File: src/rtl/mmc3_irq_ctr_pkg.sv
// ---------------------------------------------------------------------------
// mmc3_irq_ctr_pkg
// Shared constants for the MMC3/MMC6 scanline IRQ counter and the A12
// edge filter:
//   - register decode values for {cpu_a14, cpu_a13, cpu_a0} on $8000-$FFFF
//     writes ($C000 latch, $C001 reload, $E000 disable/ack, $E001 enable)
//   - savestate register indices exposed on the sst_* bus
//   - width of the M2-low filter counter
// ---------------------------------------------------------------------------
package mmc3_irq_ctr_pkg;

  localparam logic [2:0] REG_C000 = 3'b100;
  localparam logic [2:0] REG_C001 = 3'b101;
  localparam logic [2:0] REG_E000 = 3'b110;
  localparam logic [2:0] REG_E001 = 3'b111;

  localparam logic [7:0] SST_IRQ_CTR = 8'd34;
  localparam logic [7:0] SST_IRQ_LAT = 8'd35;
  localparam logic [7:0] SST_IRQ_FLG = 8'd36;

  // The filter counter saturates at FILT_M2, which must fit in this width.
  localparam int LOWCNT_W = 2;

endpackage

File: src/rtl/mmc3_irq_ctr_a12_filter.sv
// ---------------------------------------------------------------------------
// mmc3_irq_ctr_a12_filter
// Brings CPU M2 and PPU A12 into the clk domain and qualifies A12 rising
// edges: an edge only counts if A12 has been low for at least FILT_M2
// M2 falling edges, which rejects the fast A12 toggling of PPU fetches.
//
// Ports:
//   clk      in   system clock
//   rst_n    in   asynchronous active-low reset
//   cpu_m2   in   CPU M2 (asynchronous)
//   ppu_a12  in   PPU A12 (asynchronous)
//   freeze   in   suppresses all outputs and holds the low counter
//   m2_fall  out  one-clk pulse on synchronised M2 falling edge
//   a12_evt  out  one-clk pulse on a qualified A12 rising edge
// ---------------------------------------------------------------------------
module mmc3_irq_ctr_a12_filter
  import mmc3_irq_ctr_pkg::*;
#(
  parameter int FILT_M2 = 3
) (
  input  logic clk,
  input  logic rst_n,
  input  logic cpu_m2,
  input  logic ppu_a12,
  input  logic freeze,
  output logic m2_fall,
  output logic a12_evt
);

  localparam logic [LOWCNT_W-1:0] FILT_MAX = LOWCNT_W'(FILT_M2);

  logic m2_p0, m2_p1, m2_p2;
  logic a12_p0, a12_p1, a12_p2;
  logic [LOWCNT_W-1:0] lowcnt;
  logic m2_fall_raw;
  logic a12_rise_raw;

  // Stage p0/p1: two-flop synchronisers. Stage p2: edge history.
  // The history keeps tracking while frozen, so no stale edge fires on exit.
  always_ff @(posedge clk or negedge rst_n) begin
    if (!rst_n) begin
      m2_p0  <= 1'b0;
      m2_p1  <= 1'b0;
      m2_p2  <= 1'b0;
      a12_p0 <= 1'b0;
      a12_p1 <= 1'b0;
      a12_p2 <= 1'b0;
    end else begin
      m2_p0  <= cpu_m2;
      m2_p1  <= m2_p0;
      m2_p2  <= m2_p1;
      a12_p0 <= ppu_a12;
      a12_p1 <= a12_p0;
      a12_p2 <= a12_p1;
    end
  end

  assign m2_fall_raw  = m2_p2 & ~m2_p1;
  assign a12_rise_raw = a12_p1 & ~a12_p2;

  // A12-high clears the count; the rising-edge cycle still sees the old
  // count because the clear lands on the same edge the event is taken.
  always_ff @(posedge clk or negedge rst_n) begin
    if (!rst_n) begin
      lowcnt <= '0;
    end else if (!freeze) begin
      if (a12_p1) begin
        lowcnt <= '0;
      end else if (m2_fall_raw && (lowcnt != FILT_MAX)) begin
        lowcnt <= lowcnt + 1'b1;
      end
    end
  end

  assign m2_fall = m2_fall_raw & ~freeze;
  assign a12_evt = a12_rise_raw & (lowcnt == FILT_MAX) & ~freeze;

endmodule

File: src/rtl/mmc3_irq_ctr.sv
// ---------------------------------------------------------------------------
// mmc3_irq_ctr
// MMC3/MMC6 scanline IRQ counter. Filters PPU A12 rises, runs the
// reloadable 8-bit down-counter, decodes the $C000/$C001/$E000/$E001
// writes and drives the active-low IRQ pin. State is visible and writable
// through the savestate bus.
//
// Parameters:
//   FILT_M2  M2 falling edges A12 must stay low before a rise counts
//   IRQ_REV  0 = Sharp (IRQ whenever counter is 0 after a clock)
//            1 = NEC (IRQ on decrement to 0, or reload of a zero latch
//                with the reload flag set)
//
// Ports:
//   clk, rst_n                 clock, asynchronous active-low reset
//   cpu_m2, cpu_rw, cpu_ce_n   CPU bus timing/control
//   cpu_a14, cpu_a13, cpu_a0   register select
//   cpu_data[7:0]              CPU write data
//   ppu_a12                    PPU address line A12
//   sst_act, sst_we            savestate active / write strobe
//   sst_addr[7:0]              savestate register index
//   sst_dato[7:0]              savestate write data
//   sst_di[7:0]                savestate read data (combinational)
//   irq_n                      registered IRQ output, active low
// ---------------------------------------------------------------------------
module mmc3_irq_ctr
  import mmc3_irq_ctr_pkg::*;
#(
  parameter int FILT_M2 = 3,
  parameter int IRQ_REV = 0
) (
  input  logic       clk,
  input  logic       rst_n,
  input  logic       cpu_m2,
  input  logic       cpu_rw,
  input  logic       cpu_ce_n,
  input  logic       cpu_a14,
  input  logic       cpu_a13,
  input  logic       cpu_a0,
  input  logic [7:0] cpu_data,
  input  logic       ppu_a12,
  input  logic       sst_act,
  input  logic       sst_we,
  input  logic [7:0] sst_addr,
  input  logic [7:0] sst_dato,
  output logic [7:0] sst_di,
  output logic       irq_n
);

  logic m2_fall;
  logic a12_evt;

  mmc3_irq_ctr_a12_filter #(
    .FILT_M2 (FILT_M2)
  ) u_a12_filter (
    .clk     (clk),
    .rst_n   (rst_n),
    .cpu_m2  (cpu_m2),
    .ppu_a12 (ppu_a12),
    .freeze  (sst_act),
    .m2_fall (m2_fall),
    .a12_evt (a12_evt)
  );

  logic [7:0] latch_q, counter_q;
  logic       reload_q, irq_en_q, pend_q, irq_n_q;
  logic [7:0] latch_nx, counter_nx;
  logic       reload_nx, irq_en_nx, pend_nx;

  logic       cpu_wr;
  logic [2:0] reg_sel;
  logic       sst_wr;
  logic       reload_path;
  logic       irq_hit;

  assign reg_sel = {cpu_a14, cpu_a13, cpu_a0};
  assign cpu_wr  = m2_fall & ~cpu_rw & ~cpu_ce_n & ~sst_act;
  assign sst_wr  = sst_act & sst_we;

  // Priority is by statement order: the A12 event is evaluated first from
  // the old register values, then CPU writes override it ($C001 wins over
  // the counter update, $E000 wins over a new pend), then savestate writes.
  always_comb begin
    latch_nx    = latch_q;
    counter_nx  = counter_q;
    reload_nx   = reload_q;
    irq_en_nx   = irq_en_q;
    pend_nx     = pend_q;
    irq_hit     = 1'b0;
    reload_path = (counter_q == 8'd0) || reload_q;

    if (a12_evt) begin
      if (reload_path) begin
        counter_nx = latch_q;
        reload_nx  = 1'b0;
      end else begin
        counter_nx = counter_q - 8'd1;
      end

      if (IRQ_REV == 0) begin
        irq_hit = (counter_nx == 8'd0);
      end else begin
        // NEC parts only fire on a true 1->0 step or on a forced reload
        // of a zero latch; a natural 0->0 reload stays silent.
        irq_hit = reload_path ? (reload_q && (latch_q == 8'd0))
                              : (counter_q == 8'd1);
      end

      if (irq_hit && irq_en_q) begin
        pend_nx = 1'b1;
      end
    end

    if (cpu_wr) begin
      case (reg_sel)
        REG_C000: latch_nx = cpu_data;
        REG_C001: begin
          counter_nx = 8'd0;
          reload_nx  = 1'b1;
        end
        REG_E000: begin
          irq_en_nx = 1'b0;
          pend_nx   = 1'b0;
        end
        REG_E001: irq_en_nx = 1'b1;
        default: ;
      endcase
    end

    if (sst_wr) begin
      case (sst_addr)
        SST_IRQ_CTR: counter_nx = sst_dato;
        SST_IRQ_LAT: latch_nx   = sst_dato;
        SST_IRQ_FLG: begin
          reload_nx = sst_dato[2];
          irq_en_nx = sst_dato[1];
          pend_nx   = sst_dato[0];
        end
        default: ;
      endcase
    end
  end

  always_ff @(posedge clk or negedge rst_n) begin
    if (!rst_n) begin
      latch_q   <= 8'd0;
      counter_q <= 8'd0;
      reload_q  <= 1'b0;
      irq_en_q  <= 1'b0;
      pend_q    <= 1'b0;
    end else begin
      latch_q   <= latch_nx;
      counter_q <= counter_nx;
      reload_q  <= reload_nx;
      irq_en_q  <= irq_en_nx;
      pend_q    <= pend_nx;
    end
  end

  // Output register: one clk after pend changes.
  always_ff @(posedge clk or negedge rst_n) begin
    if (!rst_n) begin
      irq_n_q <= 1'b1;
    end else begin
      irq_n_q <= ~pend_q;
    end
  end

  assign irq_n = irq_n_q;

  // Readback is forced to 8'hFF while reset is held so the savestate bus
  // never shows half-cleared state.
  always_comb begin
    sst_di = 8'hFF;
    if (rst_n) begin
      case (sst_addr)
        SST_IRQ_CTR: sst_di = counter_q;
        SST_IRQ_LAT: sst_di = latch_q;
        SST_IRQ_FLG: sst_di = {5'b0, reload_q, irq_en_q, pend_q};
        default:     sst_di = 8'hFF;
      endcase
    end
  end

endmodule

File: config.mk
export PLATFORM = sky130hd
export DESIGN_NAME = mmc3_irq_ctr
export DESIGN_NICKNAME = d
export VERILOG_FILES = /design/src/rtl/mmc3_irq_ctr_pkg.sv /design/src/rtl/mmc3_irq_ctr_a12_filter.sv /design/src/rtl/mmc3_irq_ctr.sv
export SDC_FILE = /design/constraint.sdc
export NUM_CORES = 1
export LEC_CHECK = 0
export BUFFER_PORTS_ARGS = -buffer_cell sky130_fd_sc_hd__buf_2
export CORE_MARGIN = 2
export CORE_UTILIZATION = 45
export DETAILED_ROUTE_END_ITERATION = 16
export PLACE_DENSITY = 0.69
export SLEW_MARGIN = 20
export SYNTH_ARGS = -nofsm -noshare
export SYNTH_HDL_FRONTEND = slang
export SYNTH_SLANG_ARGS = --single-unit
File: constraint.sdc
create_clock -name clk -period 4.7 [get_ports clk]
set_input_delay 0.235 -clock clk [delete_from_list [all_inputs] [get_ports clk]]
set_output_delay 0.235 -clock clk [all_outputs]
set_load 0.02 [all_outputs]
==> metrics.md <==
| Metric | Value |
|---|---|
| Status | `finished with violations` |
| Violated checks | `negative hold slack` |
| Synth cell types | `56` |
| Std-Cell Rows | `23` |
| RSZ-0062 raised after global routing | `no` |
| CTS root buffer | `clkbuf_8` |
| Drt total wl | `4740 um` |
| Mean Syn Cell Area | `9.50 um2` |
| Min-delay worst type | `in -> async` |
| Die area | `4690 um2` |
| Slew HR | `38.3%` |
| H-tree depth | `1` |
| CTS tree | `built` |
| Setup Crit Path Kind | `reg -> reg` |
| Tot GR Track Use | `22.3%` |
| Post-synthesis sequential area ratio | `37.5%` |
| Crit path required time | `4.87 ns` |
| # resized after CTS | `0` |
| Vias | `1703` |
| Die Y | `68.5 um` |
| Num ports | `44` |
| Setup crit end kind | `register` |
| Post-synth top area cell | `dfrtp_1` |
| Placed cell areas | `2090 um2` |
| Final hold vios | `27` |
| Worst VDD drop | `0.000223 V` |
| Max_cap viols | `0` |
| Vias in the first global route | `1514` |
| YS warnings | `0` |
| Synth area leaders | `dfrtp_1 (36%), mux2i_1 (5.3%), nand2_1 (4.4%)` |
| Final Util | `53.4%` |
| Worst Skew | `0.00796 ns` |
| First-pass GRT wire length | `7710 um` |
| DRC violations left | `0` |
| Biggest regs | `counter_q x8, latch_q x8, u_a12_filter.lowcnt x2` |
| Chip width | `68.5 um` |
| Mapped cell area | `1870 um2` |
| Pre-antenna DRT Iters | `4` |
| Final non-filler cell area | `2140 um2` |
| Per-cell routed wire length | `16.8 um` |
| Clock Latency Late Sink | `0.28 ns` |
| Placed Cells | `278` |
| Asr flop ratio synth | `100%` |
| Pwr/cell area | `351 nW/um2` |
| Initial antenna violation count | `0` |
| Critical R2R Capture | `pend_q` |
| Reg2Reg Setup Slack | `2.49 ns` |
| Initial Util | `46.8%` |
| Num Clock Sinks | `28` |
| Setup TNS | `0 ns` |
| Share of cells above drive strength 1 | `25.0%` |
| Post-Layout Cell Count | `282` |
| Final-layout fill cell count | `389` |
| RR Startpoint | `counter_q[0]` |
| GPL Wtd Cong | `0.902` |
| Post-DP HPWL | `3630 um` |
| Final setup viols | `0` |
| WHS | `-0.0248 ns` |
| Worst setup SP type | `register` |
| Area share of the leading cell type in the synthesized netlist | `36.1%` |
| Pre-CTS WS | `2.38 ns` |
| Worst reg2reg path depth | `7` |
| Main synth FF type | `dfrtp_1` |
| # diodes | `0` |
| P&R area growth vs syn | `14.2%` |
| Gr ovfl total | `0` |
| Total CTS buffers | `3` |
| Worst Tran Pin Value | `0.913 ns` |
| Final Cycle Share | `47.0%` |
| Port buffer count | `43` |
| Maximum clock rate | `0.453 GHz` |
| Leakage | `0.927 nW` |
| Slew Limit Fails | `0` |
| Largest net degree at the start of global routing | `30` |
| Clock buffer depth | `2` |
| Core area | `4000 um2` |
| Vias/cell | `6.04` |
| Synth top cells by count | `dfrtp_1 (27), nand2_1 (22), o21ai_0 (12), mux2i_1 (10)` |
| Data arrival time of the worst path | `2.38 ns` |
| Worst-path clk slew | `0.10 ns` |
| CP Max Fanout | `7` |
| Final Critical Period | `2.21 ns` |
| Nets | `271` |
| Final setup margin | `2.49 ns` |
| Register bit total from synthesis | `28` |
| CTS Hold Buffers Added | `0` |
| Post-DRT Antenna Nets | `0` |
| Count leader, synth | `dfrtp_1` |
| DR iter-0 viols | `104` |
| Number of flops mapped to enable cells by yosys | `0` |
| Synthesized net count | `235` |
| Post-CTS Setup Repair Bufs | `0` |
| Mapped Cells | `197` |
## metrics by stage
| step | hold slack, ns | power, W |
|---|---|---|
| after detailed placement | 0.300 | 0.000615 |
| after global placement | 0.288 | 0.000613 |
| final | -0.0248 | 0.000750 |
| after CTS | 0.00333 | 0.000748 |
| after floorplan | -0.0606 | 0.000537 |
| after global routing | 0.0216 | 0.000805 |
## kinds of logic (layout without fill, tap and decap cells)
| logic type | count (synthesis) | in the layout | synth area share [%] |
|---|---|---|---|
| fa+ha+maj | 3 | 3 | 2.01 |
| buf+inv | 17 | 52 | 4.08 |
| mux | 10 | 10 | 5.35 |
| xor+xnor | 3 | 3 | 1.40 |
| flops | 28 | 28 | 37.5 |
| compound gates | 66 | 66 | 25.5 |
| simple gates | 70 | 70 | 24.1 |
## how the worst max path moves through the flow
stage / to / cells after the start / slack [ns] / from
6_report: pend_q / 7 / 2.49 / counter_q[0]
2_1_floorplan: counter_q[4] / 7 / 2.89 / counter_q[0]
5_1_grt: pend_q / 7 / 2.37 / counter_q[0]
4_1_cts: pend_q / 7 / 2.54 / counter_q[0]
3_3_place_gp: counter_q[5] / 6 / 2.51 / sst_addr[4]
3_5_place_dp: counter_q[2] / 6 / 2.38 / sst_addr[4]
## metal layers
layer	global-route usage (%)	share of wire, %
met2	33.4	45
met3	2.60	7.5
met4	6.25	1.5
met5	0	0
met1	33.8	46
## worst max-delay path, cell delays in order, from the launching register on
cell,delay (ns)
dfrtp_1,0.44
inv_1,0.11
ha_1,0.21
nor3b_2,0.19
a21oi_2,0.38
mux2i_1,0.32
o211ai_1,0.16
o31ai_1,0.29
## placed cells by master, fill, tap and decap left out, drive strengths merged, types with 3 or more instances in the layout
cell type,count
inv,5
buf,43
nand2,22
o21ai,19
ha,3
a21o,3
a221o,8
and3b,3
nor3,6
a21oi,8
nor2b,5
nor3b,4
a22o,7
nor4,3
and3,3
mux2i,10
nor2,8
dfrtp,27
a211oi,3
clkbuf,4
o31ai,4
## power breakdown
part / total (W) / internal [W] / switching [W] / leakage, nW
Combinational: 0.000290 / 0.000130 / 0.000161 / 0.545
Sequential: 0.000324 / 0.000272 / 0.0000524 / 0.359
Clock: 0.000136 / 0.0000609 / 0.0000747 / 0.0228
Total: 0.000750 / 0.000463 / 0.000288 / 0.927
## cell type report
cell class | count | area, um2 | share of cell area, %
inverters | 5 | 18.8 | 0.878
multi-input cells | 152 | 1090 | 51.2
flip-flops and latches | 28 | 702 | 32.8
repair buffers | 43 | 215 | 10.1
well taps | 50 | 62.6 | 2.93
clock buffers | 4 | 45.0 | 2.11
Power figures use the tool's default switching activity.
